--- src/rtl/majority_pkg.sv ---
// majority_pkg
//   Shared definitions for the four-voter majority ballot controller.
//   Contents:
//     NVOTERS     - number of voters taking part in each ballot
//     state_e     - controller FSM states
//     countOnes() - population count of a ballot word
package majority_pkg;

  localparam int NVOTERS = 4;

  typedef enum logic [1:0] {
    ST_IDLE,
    ST_COLLECT,
    ST_DECIDE,
    ST_OUT
  } state_e;

  // Number of yes votes in a ballot word. Three bits are enough to hold 0..4.
  function automatic logic [2:0] countOnes(input logic [NVOTERS-1:0] vec);
    logic [2:0] total;
    total = '0;
    for (int i = 0; i < NVOTERS; i++) begin
      total = total + {2'b00, vec[i]};
    end
    return total;
  endfunction

endpackage

--- src/rtl/majority_4bit.sv ---
// majority_4bit
//   Purely combinational 4-input majority: Y is high when at least three of
//   the four bits of A are high.
//   Ports:
//     A - input  [3:0] ballot word, one bit per voter
//     Y - output       1 when at least three bits of A are 1
module majority_4bit
  import majority_pkg::*;
(
  input  logic [NVOTERS-1:0] A,
  output logic               Y
);

  // At least three ones means some group of three bits is all ones.
  assign Y = (A[0] & A[1] & A[2]) |
             (A[0] & A[1] & A[3]) |
             (A[0] & A[2] & A[3]) |
             (A[1] & A[2] & A[3]);

endmodule

--- src/rtl/majority_vote_ctrl.sv ---
// majority_vote_ctrl
//   Runs one four-voter ballot at a time: opens on start, latches the first
//   vote from each voter during a bounded collection window, decides the
//   majority and holds the result until the consumer accepts it.
//   Parameters:
//     WINDOW       - maximum collection cycles per ballot (2..255)
//   Ports:
//     clk          - input        clock, rising edge
//     rst          - input        asynchronous active-high reset
//     start        - input        opens a ballot (honoured only when idle)
//     vote_valid   - input  [3:0] per-voter vote strobe
//     vote_val     - input  [3:0] per-voter vote value
//     busy         - output       a ballot is in progress
//     result_valid - output       result available
//     result_ready - input        consumer accepts the result
//     result       - output       majority decision (three or more yes)
//     tie          - output       exactly two yes votes
//     timeout      - output       ballot closed by window expiry
//     voted_mask   - output [3:0] voters whose vote was latched
module majority_vote_ctrl
  import majority_pkg::*;
#(
  parameter int WINDOW = 16
) (
  input  logic               clk,
  input  logic               rst,
  input  logic               start,
  input  logic [NVOTERS-1:0] vote_valid,
  input  logic [NVOTERS-1:0] vote_val,
  output logic               busy,
  output logic               result_valid,
  input  logic               result_ready,
  output logic               result,
  output logic               tie,
  output logic               timeout,
  output logic [NVOTERS-1:0] voted_mask
);

  localparam int CW = $clog2(WINDOW + 1);
  localparam logic [CW-1:0] LAST_CNT = CW'(WINDOW - 1);

  state_e             state_q;
  logic [NVOTERS-1:0] ballot_q;
  logic [NVOTERS-1:0] voteMask_q;
  logic [CW-1:0]      winCnt_q;
  logic               busy_q;
  logic               resultValid_q;
  logic               result_q;
  logic               tie_q;
  logic               timeout_q;

  logic [NVOTERS-1:0] newVotes;
  logic [NVOTERS-1:0] voteMask_d;
  logic [NVOTERS-1:0] ballot_d;
  logic               majority;

  // Only voters that have not yet voted can land a vote; this is what makes
  // the first vote win. The completion test uses the merged mask so a vote
  // arriving this cycle can close the ballot on the same edge.
  assign newVotes   = vote_valid & ~voteMask_q;
  assign voteMask_d = voteMask_q | newVotes;
  assign ballot_d   = (ballot_q & ~newVotes) | (vote_val & newVotes);

  majority_4bit uMajority (
    .A (ballot_q),
    .Y (majority)
  );

  // Controller FSM. Every output is a register updated here, so no input
  // reaches an output without passing through a flop.
  always_ff @(posedge clk or posedge rst) begin
    if (rst) begin
      state_q       <= ST_IDLE;
      ballot_q      <= '0;
      voteMask_q    <= '0;
      winCnt_q      <= '0;
      busy_q        <= 1'b0;
      resultValid_q <= 1'b0;
      result_q      <= 1'b0;
      tie_q         <= 1'b0;
      timeout_q     <= 1'b0;
    end else begin
      case (state_q)
        ST_IDLE: begin
          if (start) begin
            state_q    <= ST_COLLECT;
            ballot_q   <= '0;
            voteMask_q <= '0;
            winCnt_q   <= '0;
            busy_q     <= 1'b1;
            timeout_q  <= 1'b0;
          end
        end
        ST_COLLECT: begin
          ballot_q   <= ballot_d;
          voteMask_q <= voteMask_d;
          winCnt_q   <= winCnt_q + CW'(1);
          // A full mask takes priority, so a last vote landing on the final
          // window cycle is not reported as a timeout.
          if (&voteMask_d) begin
            state_q   <= ST_DECIDE;
            timeout_q <= 1'b0;
          end else if (winCnt_q == LAST_CNT) begin
            state_q   <= ST_DECIDE;
            timeout_q <= 1'b1;
          end
        end
        ST_DECIDE: begin
          // Unlatched voters stay 0 in the ballot, so they count as no.
          result_q      <= majority;
          tie_q         <= (countOnes(ballot_q) == 3'd2);
          resultValid_q <= 1'b1;
          state_q       <= ST_OUT;
        end
        ST_OUT: begin
          if (result_ready) begin
            resultValid_q <= 1'b0;
            busy_q        <= 1'b0;
            state_q       <= ST_IDLE;
          end
        end
        default: begin
          state_q <= ST_IDLE;
          busy_q  <= 1'b0;
        end
      endcase
    end
  end

  assign busy         = busy_q;
  assign result_valid = resultValid_q;
  assign result       = result_q;
  assign tie          = tie_q;
  assign timeout      = timeout_q;
  assign voted_mask   = voteMask_q;

endmodule

--- config.mk ---
export PLATFORM = sky130hd
export DESIGN_NAME = majority_vote_ctrl
export DESIGN_NICKNAME = d
export VERILOG_FILES = /design/src/rtl/majority_pkg.sv /design/src/rtl/majority_4bit.sv /design/src/rtl/majority_vote_ctrl.sv
export SDC_FILE = /design/constraint.sdc
export NUM_CORES = 1
export LEC_CHECK = 0
export BUFFER_PORTS_ARGS = -buffer_cell sky130_fd_sc_hd__buf_2
export CORE_UTILIZATION = 55
export DETAILED_ROUTE_END_ITERATION = 10
export PLACE_DENSITY_LB_ADDON = 0.25
export SYNTH_ARGS = -nofsm -noshare
export SYNTH_HDL_FRONTEND = slang
export SYNTH_SLANG_ARGS = --single-unit
--- constraint.sdc ---
create_clock -name clk -period 4.6 [get_ports clk]
set_clock_uncertainty 0.05 [all_clocks]
set_input_delay 0.46 -clock clk [delete_from_list [all_inputs] [get_ports clk]]
set_output_delay 0.46 -clock clk [all_outputs]
set_load 0.02 [all_outputs]
* Word level (Yosys, flattened, before mapping)
Cells that the tools add are included.
** Word-level totals
- Input port bits :: 12
- Bits in latches :: 0
- Output and inout port bits :: 9
- Word-level logic and storage cells :: 66
- Bits in writable memories :: 0
- Memories kept :: 0
- Bits in registers :: 20
- Memory bits (read-only) :: 0
** Operators by class
- Add/subtract/negate cells :: 4
- Multiply operators :: 0
- Order comparisons :: 0
- Reduce and logical (&&, ||, !) cells :: 10
- Divide/modulo/power cells :: 0
- Mux-type cells :: 18
- Eq/ne operators :: 8
- Bitwise operators :: 17
- Shift operators :: 0
** Operator list (count)
- one-hot mux 4 bit (2 select lines) :: 2
- AND 4 bit :: 3
- one-hot mux 5 bit (2 select lines) :: 1
- AND reduction 3 bit :: 3
- 2-to-1 mux 2 bit :: 4
- inverter 4 bit :: 2
- OR 4 bit :: 2
- one-hot mux 2 bit (4 select lines) :: 1
- AND 1 bit :: 7
- one-hot mux 1 bit (2 select lines) :: 3
- nonzero test 2 bit :: 3
- adder 5 x 1 -> 5 bit, second input constant :: 1
- equality test 5 x 4 -> 1 bit, second input constant :: 1
- 2-to-1 mux 1 bit :: 5
- 2-to-1 mux 5 bit :: 1
- equality test 2 bit, second input constant :: 2
- 2-to-1 mux 4 bit :: 1
- != test 2 bit, second input constant :: 2
- AND reduction 2 bit :: 2
- AND reduction 4 bit :: 1
- adder 2 x 1 -> 3 bit :: 1
- adder 3 x 1 -> 3 bit :: 1
- equality test 3 x 2 -> 1 bit, second input constant :: 1
- != test 3 bit, second input constant :: 1
- 4 further kinds :: 6

* Longest topological paths before layout
- Depth after elaboration :: 6
- Mapped depth :: 7

* Hierarchy
Synthesis repeated with hierarchy kept, for this count alone.
** Second synthesis, totals
- Cell total of the unflattened synthesis :: 109
- Area, all modules :: 1114.8 um^2
** Modules (own cells, without submodules)
- majority_vote_ctrl :: area each 1096.1 um^2, cells an instance 106, times used 1
- majority_4bit :: area each 18.8 um^2, cells an instance 3, times used 1

* Least setup slack after synthesis
No wires, ideal clock.
- Kind :: register -> register
- Start point :: register ballot_q[0]
- End point :: register tie_q, in the netlist tie
- Data arrival time :: 1.652 ns
- Slack :: 2.798 ns
- Period minus slack after synthesis :: 1.802 ns
- Data required time :: 4.449 ns
- Path buffers :: 0
- Setup time :: 0.101 ns
- Stages on the path, launching flop included :: 8
- Cell sequence :: dfrtp_1 -> inv_1 -> fa_1 -> inv_1 -> ha_1 -> ha_1 -> nand2_1 -> o32ai_1
** On the way
- Word-level cells in the longest chain between the ends :: 4
** Ends and longest elaborated chain
- start, declared :: line majority_vote_ctrl.sv:43 : logic [NVOTERS-1:0] ballot_q;
- start signal, assigned :: line majority_vote_ctrl.sv:95 : ballot_q <= ballot_d;
- adder 1 x 1 -> 2 bit :: line majority_pkg.sv:23 : total = total + {2'b00, vec[i]};
- adder 2 x 1 -> 3 bit :: line majority_pkg.sv:23
- adder 3 x 1 -> 3 bit :: line majority_pkg.sv:23
- equality test 3 x 2 -> 1 bit :: line majority_vote_ctrl.sv:111 : tie_q <= (countOnes(ballot_q) == 3'd2);
- end signal, assigned :: line majority_vote_ctrl.sv:111
- end, declared :: line majority_vote_ctrl.sv:49 : logic tie_q;
No other way between the ends.
A chain may end at the register's enable or synchronous reset.

* Worst setup path after layout
- Start point :: register state_q[1]
- End point :: register state_q[1]
** On the way
- Word-level cells in the longest chain between the ends :: 3
- Elaborated cells between the ends (all ways) :: 9
** Ends and longest elaborated chain
- start, declared :: line majority_vote_ctrl.sv:42 : state_e state_q;
- start signal, assigned :: line majority_vote_ctrl.sv:73 : state_q <= ST_IDLE;
- start signal, assigned :: line majority_vote_ctrl.sv:86 : state_q <= ST_COLLECT;
- start signal, assigned :: line majority_vote_ctrl.sv:101 : state_q <= ST_DECIDE;
- equality test 2 x 1 -> 1 bit, or another cell as far along :: line majority_vote_ctrl.sv:83 : case (state_q)
- != test 3 bit (no line) / != test 2 bit (equally long branches)
- AND reduction 3 bit (no line)
Several ways; a longest one is shown, not always the timed one.

==> impl_results.md <==
- Leakage Power: 0.683 nW
- Yosys cell types: 34
- Synth Area in XOR/XNOR: 0
- Tot Pwr: 0.876 mW
- Mux contribution to synthesized area: 0.0466
- Global-route wire length before repair: 4120 um
- Layout cells sized above 1: 0.197
- Clock tree from TritonCTS: done
- Max transition margin: 0.499
- PD cells: approximately 660 nW/um2
- Complex-gate fraction of the synthesized area: 0.202
- Htree depth: 1
- Crit path buffers/inverters: 1
- Final Non-Filler Cells: 174
- Clk slew on worst S/H paths: approximately 0.11 ns
- Finished Cell Area: between 1000 and 1500 um2
- Max-slew violations: 0
- Status: finished clean
- Hold Buf Count CTS: 0
- Die height: 48.3 um
- Least-Margin Pin Slew: about 0.75 ns
- Post-CTS setup buffers: 0
- Crit Path Class: flip-flop to flip-flop
- Busiest grt layer: met2
- Die X: 48.3 um
- CP arrival: ~2.2 ns
- Worst setup EP type: flip-flop
- Nets: 171
- Hold/Removal Path Class: primary input to async pin
- Startpoint type of the worst setup path: flip-flop
- Post-cts gate resize count: 0
- Total grt overflow: 0
- Largest net degree at the start of global routing: 21
- Net Count, Synth: 149
- Global Route Usage Sum: 0.228
- Core area: 1980 um2
- Ys Warns: 0
- Drt drc: 0
- Met2 usage: 0.376
- Final core utilization: 0.674
- RSZ-0062 raised after global routing: false
- Worst setup margin: 2.51 ns
- Minimum clock period: 2.09 ns
- Routed wire length: 2450 um
- Min Hold Slack: 0.211 ns
- CP max stage delay: 0.63 ns
- Syn Inst Count: 126
- CTS Buf Count: 3
- Worst skew pair latency: 0.31 ns
- GP Congestion: approximately 0.73
- DR iter-0 viols: 23
- Area Growth Syn to Fin: 13.0%
- Final setup violation count: 0
- Vias in the first global route: 960
- IO Port Bufs: 20
- Syn Std Cell Area: 1180 um2
- Syn_area_per_cell: 9.37 um2
- Required time worst endpoint: approximately 4.8 ns
- Most frequent cells in the layout: 20 x dfrtp_1, 20 x buf_2, 16 x inv_1
- Inst Count DP: 170
- Drt pass-1 iters: 4
- Initial antenna violation count: 0
- Vias: 984
- Die Footprint: 2340 um2
- Hold violation total from the final report: 0
- Starting Density: 0.596
- GR Util met1: 0.307
- Placed cell area: 1300 um2
- DR vias/cell: ~5.7
- Max Freq: between 400 and 500 MHz
- Routed WL per cell: 14.1 um
- Maximum fanout along the worst path: 19
- Sequential area share after synthesis: 0.424
- Max VDD drop: 0.000383 V
- CP Cell Sequence: inv_1, ha_1, o21ai_2, o221ai_2, mux2_4
- Met3 Use GR: 0.0314
- Cell Rows: 16
- Register bit count reported by yosys: 20
- Slowest CP cell: ha_1
- Ports: 21
- Final setup TNS: 0 ns
- CTS sink count: 20
- Worst path depth: 5
- Final HPWL from detailed placement: 1790 um
- Post-Synth Adder-Cell Area: 0.123
- Worst path top cell family by delay: adder cells
- Place WS: 2.57 ns
- Final worst path period share: 0.454
- Synth Area in Simple Gates: 0.140
- Root buffer cell: clkbuf_4
- Clock Tree Buf Depth: 2
- Post-route antenna net violation count: 0
- Reg2Reg Depth: 5
- Max_cap viols: 0
- Main combinational cell family by area after synthesis: compound AO/OA/AOI/OAI gates
- Diodes inserted: 0
- Fillers: 159
## cell type report
class | count | area (um2) | area share
Multi-Input combinational cell | 87 | 604 | 0.453
Sequential cell | 20 | 500 | 0.375
Timing Repair Buffer | 20 | 100 | 0.0750
Inverter | 16 | 60.1 | 0.0450
Clock buffer | 4 | 36.3 | 0.0272
Tap cell | 27 | 33.8 | 0.0253
## cells in the mapped netlist (all sizes together)
| cell type | n | area (um2) |
|---|---|---|
| a21boi | 1 | 7.51 |
| a21o | 1 | 7.51 |
| a21oi | 11 | 55.1 |
| a221o | 1 | 10.0 |
| a22o | 4 | 35.0 |
| a31oi | 1 | 6.26 |
| a32o | 1 | 10.0 |
| and3 | 1 | 6.26 |
| buf | 2 | 12.5 |
| clkbuf | 1 | 3.75 |
| dfrtp | 20 | 500 |
| fa | 1 | 20.0 |
| ha | 10 | 125 |
| inv | 16 | 60.1 |
| mux2 | 1 | 15.0 |
| mux2i | 4 | 40.0 |
| nand2 | 12 | 45.0 |
| nand2b | 2 | 15.0 |
| nand3 | 4 | 20.0 |
| nand3b | 1 | 7.51 |
| nor2 | 9 | 33.8 |
| nor2b | 4 | 27.5 |
| nor3 | 2 | 10.0 |
| o21a | 1 | 7.51 |
| o21ai | 9 | 48.8 |
| o221ai | 2 | 23.8 |
| o22ai | 3 | 18.8 |
| o32ai | 1 | 8.76 |
## where the power goes
group | switching, mW | internal [mW] | total (mW)
combinational | 0.270 | 0.186 | 0.455
clock | 0.0563 | 0.0484 | 0.105
sequential | 0.0702 | 0.245 | 0.316
## registers in the layout, indices dropped and copies added (netlist names)
register	flops
result_valid	1
winCnt_q	5
voted_mask	4
ballot_q	4
result	1
tie	1
timeout	1
busy	1
state_q	2
## metal layers
layer / up-vias / routed length (um)
li1: 476 / -
met1: 473 / 1150
met2: 31 / 1160
met3: 4 / 111
met4: 0 / 32
met5: - / 0
## final timing paths
kind,from,to,slack (ns)
worst min-delay path,rst,winCnt_q[0],0.21
worst max register to register,state_q[1],state_q[1],2.51
worst min register to register,winCnt_q[4],winCnt_q[4],0.46
max in group asynchronous,rst,voted_mask[2],3.82
worst max-delay path,state_q[1],state_q[1],2.51
min in group clk,result_ready,result_valid,0.33
## cell families after synthesis
kind of cell | Yosys count
flops | 20
compound gates | 36
fa+ha+maj | 11
mux | 5
buf+inv | 19
simple gates | 35
## worst register-to-register path: cells and delay by family, from the launching register on
family,cells,cell delay [ns]
adders and majority gates,1,0.63
buffers and inverters,1,0.12
AOI/OAI and AO/OA,2,0.42
muxes,1,0.32
DFF,1,0.44
Note: power is estimated with default switching activity, not from simulation.
